[src/rtl/ram_access_pkg.sv]
// +----------------------------------------------------------------------+
// | ram_access_pkg: shared funct3 codes, FSM states, address helpers      |
// | Rev 1.0                                                              |
// +----------------------------------------------------------------------+
`default_nettype none

package ram_access_pkg;

  localparam logic [2:0] F3_B  = 3'b000;
  localparam logic [2:0] F3_H  = 3'b001;
  localparam logic [2:0] F3_W  = 3'b010;
  localparam logic [2:0] F3_BU = 3'b100;
  localparam logic [2:0] F3_HU = 3'b101;

  typedef enum logic [1:0] {
    IDLE = 2'd0,
    READ = 2'd1,
    RESP = 2'd2
  } state_t;

  function automatic int BYTE_ADDR_WIDTH(input int ram_a_width);
    return ram_a_width + 2;
  endfunction

endpackage

`default_nettype wire

[src/rtl/ram_lane_aligner.sv]
// +----------------------------------------------------------------------+
// | ram_lane_aligner: store byte-lane merge, load extract/extend, checks  |
// | Optional: RAM_ACCESS_MISALIGN_CHECK_EN flags misaligned H/W accesses  |
// | Rev 1.0                                                              |
// +----------------------------------------------------------------------+
`default_nettype none

module ram_lane_aligner
  import ram_access_pkg::*;
(
  input  logic [31:0] i_word,
  input  logic [31:0] i_wdata,
  input  logic [2:0]  i_funct3,
  input  logic [1:0]  i_offset,
  input  logic        i_write,
  output logic [31:0] o_merged,
  output logic [31:0] o_load,
  output logic        o_illegal
);

  logic [7:0]  w_byte;
  logic [15:0] w_half;
  logic        w_bad_code;
  logic        w_misalign;

  always_comb begin
    w_byte = i_word[8*i_offset +: 8];
    w_half = i_offset[1] ? i_word[31:16] : i_word[15:0];

    o_load = '0;
    case (i_funct3)
      F3_B:    o_load = {{24{w_byte[7]}}, w_byte};
      F3_H:    o_load = {{16{w_half[15]}}, w_half};
      F3_W:    o_load = i_word;
      F3_BU:   o_load = {24'd0, w_byte};
      F3_HU:   o_load = {16'd0, w_half};
      default: o_load = '0;
    endcase

    o_merged = i_word;
    case (i_funct3)
      F3_B: o_merged[8*i_offset +: 8] = i_wdata[7:0];
      F3_H: begin
        if (i_offset[1]) o_merged[31:16] = i_wdata[15:0];
        else             o_merged[15:0]  = i_wdata[15:0];
      end
      F3_W:    o_merged = i_wdata;
      default: o_merged = i_word;
    endcase

    if (i_write) w_bad_code = !(i_funct3 inside {F3_B, F3_H, F3_W});
    else         w_bad_code = !(i_funct3 inside {F3_B, F3_H, F3_W, F3_BU, F3_HU});

`ifdef RAM_ACCESS_MISALIGN_CHECK_EN
    w_misalign = ((i_funct3[1:0] == 2'b01) && i_offset[0]) ||
                 ((i_funct3[1:0] == 2'b10) && (i_offset != 2'b00));
`else
    w_misalign = 1'b0;
`endif

    o_illegal = w_bad_code || w_misalign;
  end

endmodule

`default_nettype wire

[src/rtl/ram_access_controller.sv]
// +----------------------------------------------------------------------+
// | ram_access_controller: RV32 byte-addressed load/store to word RAM     |
// | Optional: RAM_ACCESS_MISALIGN_CHECK_EN (see ram_lane_aligner)         |
// | Rev 1.0                                                              |
// +----------------------------------------------------------------------+
`default_nettype none

module ram_access_controller
  import ram_access_pkg::*;
#(
  parameter int RAM_A_WIDTH = 12
) (
  input  logic                                   clk,
  input  logic                                   rst_n,
  input  logic                                   i_req_valid,
  output logic                                   o_req_ready,
  input  logic                                   i_req_write,
  input  logic [2:0]                             i_req_funct3,
  input  logic [BYTE_ADDR_WIDTH(RAM_A_WIDTH)-1:0] i_req_address,
  input  logic [31:0]                            i_req_wdata,
  output logic                                   o_resp_valid,
  input  logic                                   i_resp_ready,
  output logic [31:0]                            o_resp_rdata,
  output logic                                   o_resp_error,
  output logic [RAM_A_WIDTH-1:0]                 o_ram_read_address,
  input  logic [31:0]                            i_ram_data_out,
  output logic [RAM_A_WIDTH-1:0]                 o_ram_write_address,
  output logic [31:0]                            o_ram_data_in,
  output logic                                   o_ram_write_enable
);

  localparam int C_BYTE_AW = BYTE_ADDR_WIDTH(RAM_A_WIDTH);

  state_t                 r_state;
  state_t                 w_next_state;
  logic                   r_write;
  logic [2:0]             r_funct3;
  logic [C_BYTE_AW-1:0]   r_addr;
  logic [31:0]            r_wdata;
  logic [31:0]            r_rdata;
  logic                   r_error;

  logic                   w_accept;
  logic [31:0]            w_merged;
  logic [31:0]            w_load;
  logic                   w_illegal;

  assign w_accept = i_req_valid && (r_state == IDLE);

  ram_lane_aligner u_aligner (
    .i_word    (i_ram_data_out),
    .i_wdata   (r_wdata),
    .i_funct3  (r_funct3),
    .i_offset  (r_addr[1:0]),
    .i_write   (r_write),
    .o_merged  (w_merged),
    .o_load    (w_load),
    .o_illegal (w_illegal)
  );

  always_ff @(posedge clk or negedge rst_n) begin
    if (!rst_n) r_state <= IDLE;
    else        r_state <= w_next_state;
  end

  always_comb begin
    w_next_state = r_state;
    case (r_state)
      IDLE:    if (w_accept) w_next_state = READ;
      READ:    w_next_state = RESP;
      RESP:    if (i_resp_ready) w_next_state = IDLE;
      default: w_next_state = IDLE;
    endcase
  end

  // Write enable decodes straight from the state so an async reset drops it at once.
  always_comb begin
    o_req_ready        = 1'b0;
    o_resp_valid       = 1'b0;
    o_ram_write_enable = 1'b0;
    o_ram_read_address = r_addr[C_BYTE_AW-1:2];
    case (r_state)
      IDLE: begin
        o_req_ready        = 1'b1;
        o_ram_read_address = i_req_address[C_BYTE_AW-1:2];
      end
      READ:    o_ram_write_enable = r_write && !w_illegal;
      RESP:    o_resp_valid = 1'b1;
      default: o_req_ready = 1'b0;
    endcase
  end

  assign o_ram_write_address = r_addr[C_BYTE_AW-1:2];
  assign o_ram_data_in       = o_ram_write_enable ? w_merged : 32'd0;
  assign o_resp_rdata        = r_rdata;
  assign o_resp_error        = r_error;

  always_ff @(posedge clk or negedge rst_n) begin
    if (!rst_n) begin
      r_write  <= 1'b0;
      r_funct3 <= '0;
      r_addr   <= '0;
      r_wdata  <= '0;
      r_rdata  <= '0;
      r_error  <= 1'b0;
    end else begin
      if (w_accept) begin
        r_write  <= i_req_write;
        r_funct3 <= i_req_funct3;
        r_addr   <= i_req_address;
        r_wdata  <= i_req_wdata;
      end
      if (r_state == READ) begin
        r_rdata <= (r_write || w_illegal) ? 32'd0 : w_load;
        r_error <= w_illegal;
      end
    end
  end

endmodule

`default_nettype wire

[config.mk]
export PLATFORM = sky130hd
export DESIGN_NAME = ram_access_controller
export DESIGN_NICKNAME = d
export VERILOG_FILES = /design/src/rtl/ram_access_pkg.sv /design/src/rtl/ram_lane_aligner.sv /design/src/rtl/ram_access_controller.sv
export SDC_FILE = /design/constraint.sdc
export NUM_CORES = 1
export LEC_CHECK = 0
export CAP_MARGIN = 20
export CELL_PAD_IN_SITES_DETAIL_PLACEMENT = 2
export CELL_PAD_IN_SITES_GLOBAL_PLACEMENT = 2
export CORE_MARGIN = 1
export CORE_UTILIZATION = 30
export CTS_CLUSTER_DIAMETER = 80
export DETAILED_ROUTE_END_ITERATION = 10
export HOLD_SLACK_MARGIN = 0.02
export PLACE_DENSITY_LB_ADDON = 0.1
export SETUP_SLACK_MARGIN = 0.1
export SYNTH_ARGS = -nofsm -noshare
export SYNTH_HDL_FRONTEND = slang
export SYNTH_SLANG_ARGS = --single-unit
export TNS_END_PERCENT = 100
[constraint.sdc]
create_clock -name clk -period 4.23 [get_ports clk]
set_input_delay 1.0575 -clock clk [delete_from_list [all_inputs] [get_ports clk]]
set_output_delay 1.0575 -clock clk [all_outputs]
set_load 0.05 [all_outputs]
Word-level counts from Yosys, hierarchy flattened
Cells that the tools add are included.
{ "totals": {"reg_bits": 85, "elab_cells": 46} }
{ "classes": {"add_sub_neg": 1, "eq_ne": 8, "shift": 3, "muxes": 16, "reduce_logical": 11} }
{ "op_table": {"columns": ["operator", "n"], "rows": [
  ["one-hot mux 32 bit (5 select lines)", 1],
  ["one-hot mux 32 bit (3 select lines)", 1],
  ["2-to-1 mux 32 bit", 2],
  ["2-to-1 mux 16 bit", 3],
  ["negation 5 -> 34 bit", 1],
  ["variable shift 8 x 34 -> 32 bit (first input constant)", 1],
  ["indexed part select 8 x 34 -> 32 bit", 1],
  ["bitwise mux 32 bit", 1],
  ["indexed part select 32 x 6 -> 8 bit", 1],
  ["2-to-1 mux 12 bit", 1],
  ["== test 3 bit (second input constant)", 2],
  ["one-hot mux 2 bit (3 select lines)", 1],
  ["nonzero test 5 bit", 1],
  ["2-to-1 mux 1 bit", 4],
  ["2-to-1 mux 2 bit", 2],
  ["!= test 2 bit (second input constant)", 2],
  ["== test 3 x 1 -> 1 bit (second input constant)", 1],
  ["== test 3 x 2 -> 1 bit (second input constant)", 1],
  ["zero test 1 bit", 3],
  ["zero test 3 bit", 1],
  ["nonzero test 3 bit", 1],
  ["== test 2 x 1 -> 1 bit (second input constant)", 1],
  ["== test 2 bit (second input constant)", 1],
  ["logical AND 1 bit", 2],
  ["other kinds (3)", 3]
]} }

Depth between registers and ports, before layout
{ "depth": {"word_depth": 8, "ltp_mapped": 8} }

Cells and area by module
A second synthesis with hierarchy kept.
{ "hier_totals": {"cells_unflattened": 535, "hier_area_um2": 5601.6} }
{ "by_module_without_submodules": {"columns": ["mod", "n_inst", "cells_per_inst", "area_per_inst_um2", "seq_area_each_um2"], "rows": [
  ["ram_access_controller", 1, 248, 3598.5, 2127.0],
  ["ram_lane_aligner", 1, 287, 2003.2, 0.0]
]} }

Least setup slack after synthesis
Ideal clock, no wire load.
{ "synth_path": {"path_kind": "register to output", "startpoint": "register r_addr[1]", "endpoint": "output port o_ram_data_in[30]", "arrival_ns": 2.411, "t_required_ns": 3.173, "path_slack_ns": 0.761, "path_stages_with_launch": 9, "path_cell_list": "dfrtp_1 buf_4 inv_1 ha_1 nor4bb_1 buf_1 a22o_1 a222oi_1 nor2_1"} }
{ "synth_via": {"elab_chain_cells": 5, "word_cells_on_any_way": 7, "classes_between": "add/sub: 1; shift: 2; mux: 4"} }
{ "synth_rtl": {"columns": ["item", "line_no", "text"], "rows": [
  ["start: declaration", "ram_access_controller.sv:38", "logic [C_BYTE_AW-1:0] r_addr;"],
  ["start signal: assignment", "ram_access_controller.sv:110", "r_addr <= i_req_address;"],
  ["negation 5 -> 34 bit", "ram_lane_aligner.sv:42", "F3_B: o_merged[8*i_offset +: 8] = i_wdata[7:0];"],
  ["indexed part select 8 x 34 -> 32 bit / variable shift 8 x 34 -> 32 bit (equally long branches)", "ram_lane_aligner.sv:42", null],
  ["bitwise mux 32 bit", "ram_lane_aligner.sv:42", null],
  ["one-hot mux 32 bit (3 select lines) *", "ram_lane_aligner.sv:41", "case (i_funct3)"],
  ["2-to-1 mux 32 bit *", "ram_access_controller.sv:94", "assign o_ram_data_in = o_ram_write_enable ? w_merged : 32'd0;"],
  ["end: declaration", "ram_access_controller.sv:28", "output logic [31:0] o_ram_data_in,"]
]} }
Every way passes the cells marked *; elsewhere a longest branch is shown, timed or not.

Worst setup path after layout
{ "layout_path": {"startpoint": "register r_addr[0]", "endpoint": "output port o_ram_data_in[16]"} }
{ "layout_via": {"elab_chain_cells": 5, "word_cells_on_any_way": 6, "classes_between": "add/sub: 1; shift: 2; mux: 3"} }
{ "layout_rtl": {"columns": ["item", "line_no"], "rows": [
  ["negation 5 -> 34 bit *", "ram_lane_aligner.sv:42"],
  ["indexed part select 8 x 34 -> 32 bit / variable shift 8 x 34 -> 32 bit (equally long branches)", "ram_lane_aligner.sv:42"],
  ["bitwise mux 32 bit *", "ram_lane_aligner.sv:42"],
  ["one-hot mux 32 bit (3 select lines) *", "ram_lane_aligner.sv:41"],
  ["2-to-1 mux 32 bit *", "ram_access_controller.sv:94"]
]} }
Marks and branches as above.

==> results.txt <==
Data on the critical path arrives at its endpoint at 2830 ps. The setup slack of the critical path after layout came out at 338 ps. The mapped netlist covers 4700 µm².

Gates resized during post-CTS repair numbered 0. The tool flagged a number of max-cap violations equal to 0. Of the total power, the share spent switching nets is 47.7%.

Summed over all instances, the cell type with the most area after synthesis is sky130_fd_sc_hd__dfrtp_1. The run gives 178 as the number of primary I/O pins. Sequential cells were found to cover 45.3% of the synthesized design area. After technology mapping, the gate count stands at 403.

Of all nets on the critical path, the largest fanout is 8. The delay contributed by the slowest stage of the critical path was 580 ps; the die boundary height was 127 µm. After detailed routing, the wire length on met1 is 8.28 mm. The minimum clock period was 3890 ps. Setup repair after global routing left no endpoint under its margin. The die covers 16200 µm².

The first global-routing pass estimated 28.2 mm of wire. The worst ir drop on vdd is 0.505 mV, and the number of global-route vias before repair is 4600. Summed over all nets, wire length on met3 after detailed routing comes to 898 µm. Internal power comes to 0.00311 W. In the post-synthesis netlist, the biggest area contributors are sky130_fd_sc_hd__dfrtp_1, sky130_fd_sc_hd__mux2_2, sky130_fd_sc_hd__a222oi_1. For this run, the number of Yosys warnings is 0. The highest routed metal layer was met4.

In the global route stage, overall resource usage came out at 23.4%. The tools report the worst slack at placement as 497 ps. The share of total power dissipated in the clock network is 14.1%. For this run, design rule violations remaining after detail routing come to 0. For the total setup violations reported at the end of the flow, the log shows 0. The library cells used most frequently in the layout, excluding fill and tap cells, are sky130_fd_sc_hd__clkdlybuf4s50_1, sky130_fd_sc_hd__dfrtp_1, sky130_fd_sc_hd__mux2_2. Wires add up to 18.4 mm. The core region is 15300 µm². The standby leakage power was 2.83 nW.

The run gives 45 as the floorplan row count. The clock tree root buffer cell was sky130_fd_sc_hd__clkbuf_16. The number of hold buffers added after cts came out at 0. At the worst endpoint, the required time is 3170 ps. Share of the synthesized area in the top cell type: 45.3%. The tools report the startpoint type of the worst setup path as a flip-flop. The met2 wire length is 8.82 mm.

The worst setup path category was flip-flop to output pin. Across the routed clock network, the largest skew measured is 7.96 ps. The post-CTS clock slew at the launch and capture registers of the worst setup and hold paths is 70 ps. Once the clock tree was built, the setup fixing pass inserted 0 buffers. The overall overflow remaining after global route is 0, and the layout cell share with drive strength beyond 1 is 28.2%. The horizontal die dimension was 127 µm. The run gives 0 as the final-report hold violation count.

The number of sinks handled by clock tree synthesis came out at 85. The pre-antenna-repair detailed-routing pass consisted of 5 iterations. The slowest stage of the critical path belongs to the cell sky130_fd_sc_hd__a211oi_2. For the pin with the worst max-slew slack, the measured transition is 1030 ps.

The count of nets left with antenna violations once routing finished came out at 0. The layout overhead on the synthesized area came out at 52.9%. Counting along the longest clock path gives a buffer depth of 2. The antenna diode count came out at 0.

The final critical-path share of the clock period came out at 92.0%. Detailed-route vias per instance: 5.45. After the last flow step, the layout net total stands at 656. Effective utilization at floorplan: 30.8%. Buffers inserted during clock tree synthesis total 9. The worst pin sits at a relative slew slack of 31.1%. For this design the ratio of total power to cell area is 827 nW/µm². The clock insertion delay at the later pin of the skew report came out at 350 ps.

Traced cell by cell, the critical path runs through inv_1 -> ha_1 -> nand2b_1 -> nand3b_1 -> a211oi_2 -> o2bb2ai_1 -> buf_12. Counting the fill cells in the layout gives 1546. In this run, synthesis produced a sequential element count of 85.

The H-tree level count is 3. The run finished with clean final reports. In this run, flip-flops and latches consume 25.6% of the power. The number of buffer cells added on primary ports is 177, and the net count after synthesis is 494. Detailed placement ended at an HPWL of 14.2 mm. The achievable frequency was 257 MHz. The placer congestion estimate is 0.841. TritonCTS built the clock tree. The run gives 0 as the number of antenna violations at the first check in global routing. The first routing iteration left 345 violations. Class of the worst hold path: flip-flop to flip-flop. The number of max-slew violations in the final report came out at 0. Detailed routing inserted a total of 4256 vias. Leaving out fill and tap cells, the most frequent cell in the layout is sky130_fd_sc_hd__clkdlybuf4s50_1.

The wire length per cell was 23.6 µm. A synthesized cell averages 11.7 µm². Entering global routing, the biggest net connects 54 pins. In this run, the combinational gates consume 60.4% of the power. Yosys mapped the design onto 44 distinct sky130hd cell types.

Setup total negative slack on the finished layout was measured at 0 ps. The worst setup path is captured at an output pin. For this design the total switching power over the nets is 0.00283 W.
-- flip-flops by register name, summed over array words and instances, names as in the netlist --
register	cells
o_resp_rdata	32
r_wdata	32
r_addr	14
r_funct3	3
r_state	2
o_resp_error	1
r_write	1
-- critical path: cells and delay by family (launching register included) --
family	cells	cell delay, ps
AO/OA/AOI/OAI	2	880
adder cells (fa/ha/maj)	1	390
buffers and inverters	2	410
flip-flops	1	510
AND/OR/NAND/NOR	2	290
-- power by group through the flow --
| stage | logic [W] | registers, W | clock network (W) |
|---|---|---|---|
| global placement | 0.00352 | 0.00150 | 0 |
| global route | 0.00377 | 0.00157 | 0.000878 |
| floorplan | 0.00209 | 0.00183 | 0 |
| finish | 0.00359 | 0.00152 | 0.000836 |
| CTS | 0.00361 | 0.00152 | 0.000850 |
| detailed placement | 0.00360 | 0.00153 | 0 |
-- cells by family (layout without fill, tap and decap cells) --
kind of cell / Yosys count / after routing / share of synthesized area [%]
simple gates: 67 / 67 / 7.30
fa+ha+maj: 5 / 5 / 1.33
flops: 85 / 85 / 45.3
mux: 78 / 78 / 18.9
buf+inv: 47 / 214 / 5.40
compound gates: 121 / 121 / 21.8
-- layer usage --
metal  vias up  GRT usage, %
met2       150          37.3
li1       1890             -
met1      2191          31.7
met3        25          4.23
met4         0          9.10
met5         -             0
-- layout make-up --
class                   count  area, µm²  area share (%)
repair buffers            193       2150            29.9
well taps                 211        264            3.67
clock buffers              10        239            3.33
inverters                   5       18.8           0.261
clock inverters             6       70.1           0.975
multi-input cells         271       2320            32.3
flip-flops and latches     85       2130            29.6
-- cell usage after synthesis, drive strengths merged --
master,count
and3,1
mux4,1
a2111oi,1
or2,1
o2bb2ai,8
a221o,16
o31ai,1
nor4b,1
nor2,22
mux2,76
nor4,1
and2,1
o21ai,20
nand4bb,1
a21o,3
dfrtp,85
o21a,8
nand3b,1
or3,1
mux2i,1
nor3,3
clkbuf,12
o21bai,3
a22o,16
nand2b,4
ha,5
or3b,2
nor2b,4
a221oi,9
a211o,1
a222oi,23
a211oi,9
a21oi,3
nand2,23
nor4bb,1
inv,5
buf,30
-- stage by stage --
step	instances	hold slack (ps)	power (W)	utilization (%)	instance area [µm²]
after floorplan	403	480	0.00392	-	4700
after global placement	765	470	0.00501	45.1	6880
after detailed placement	765	480	0.00512	45.1	6880
after CTS	781	495	0.00598	47.1	7190
after global routing	781	529	0.00622	47.1	7190
final	781	487	0.00594	47.1	7190
-- final timing paths --
kind,to,cells past startpoint,slack (ps),start
worst min register to register,o_resp_rdata[10],2,490,o_resp_rdata[10]
max in group asynchronous,o_resp_rdata[12],2,2690,rst_n
worst max register to register,o_resp_rdata[29],5,1700,r_funct3[0]
worst max-delay path,o_ram_data_in[16],7,340,r_addr[0]
min in group asynchronous,r_addr[12],1,790,rst_n
worst min-delay path,o_resp_rdata[10],2,490,o_resp_rdata[10]
Note: power is estimated with default switching activity, not from simulation.
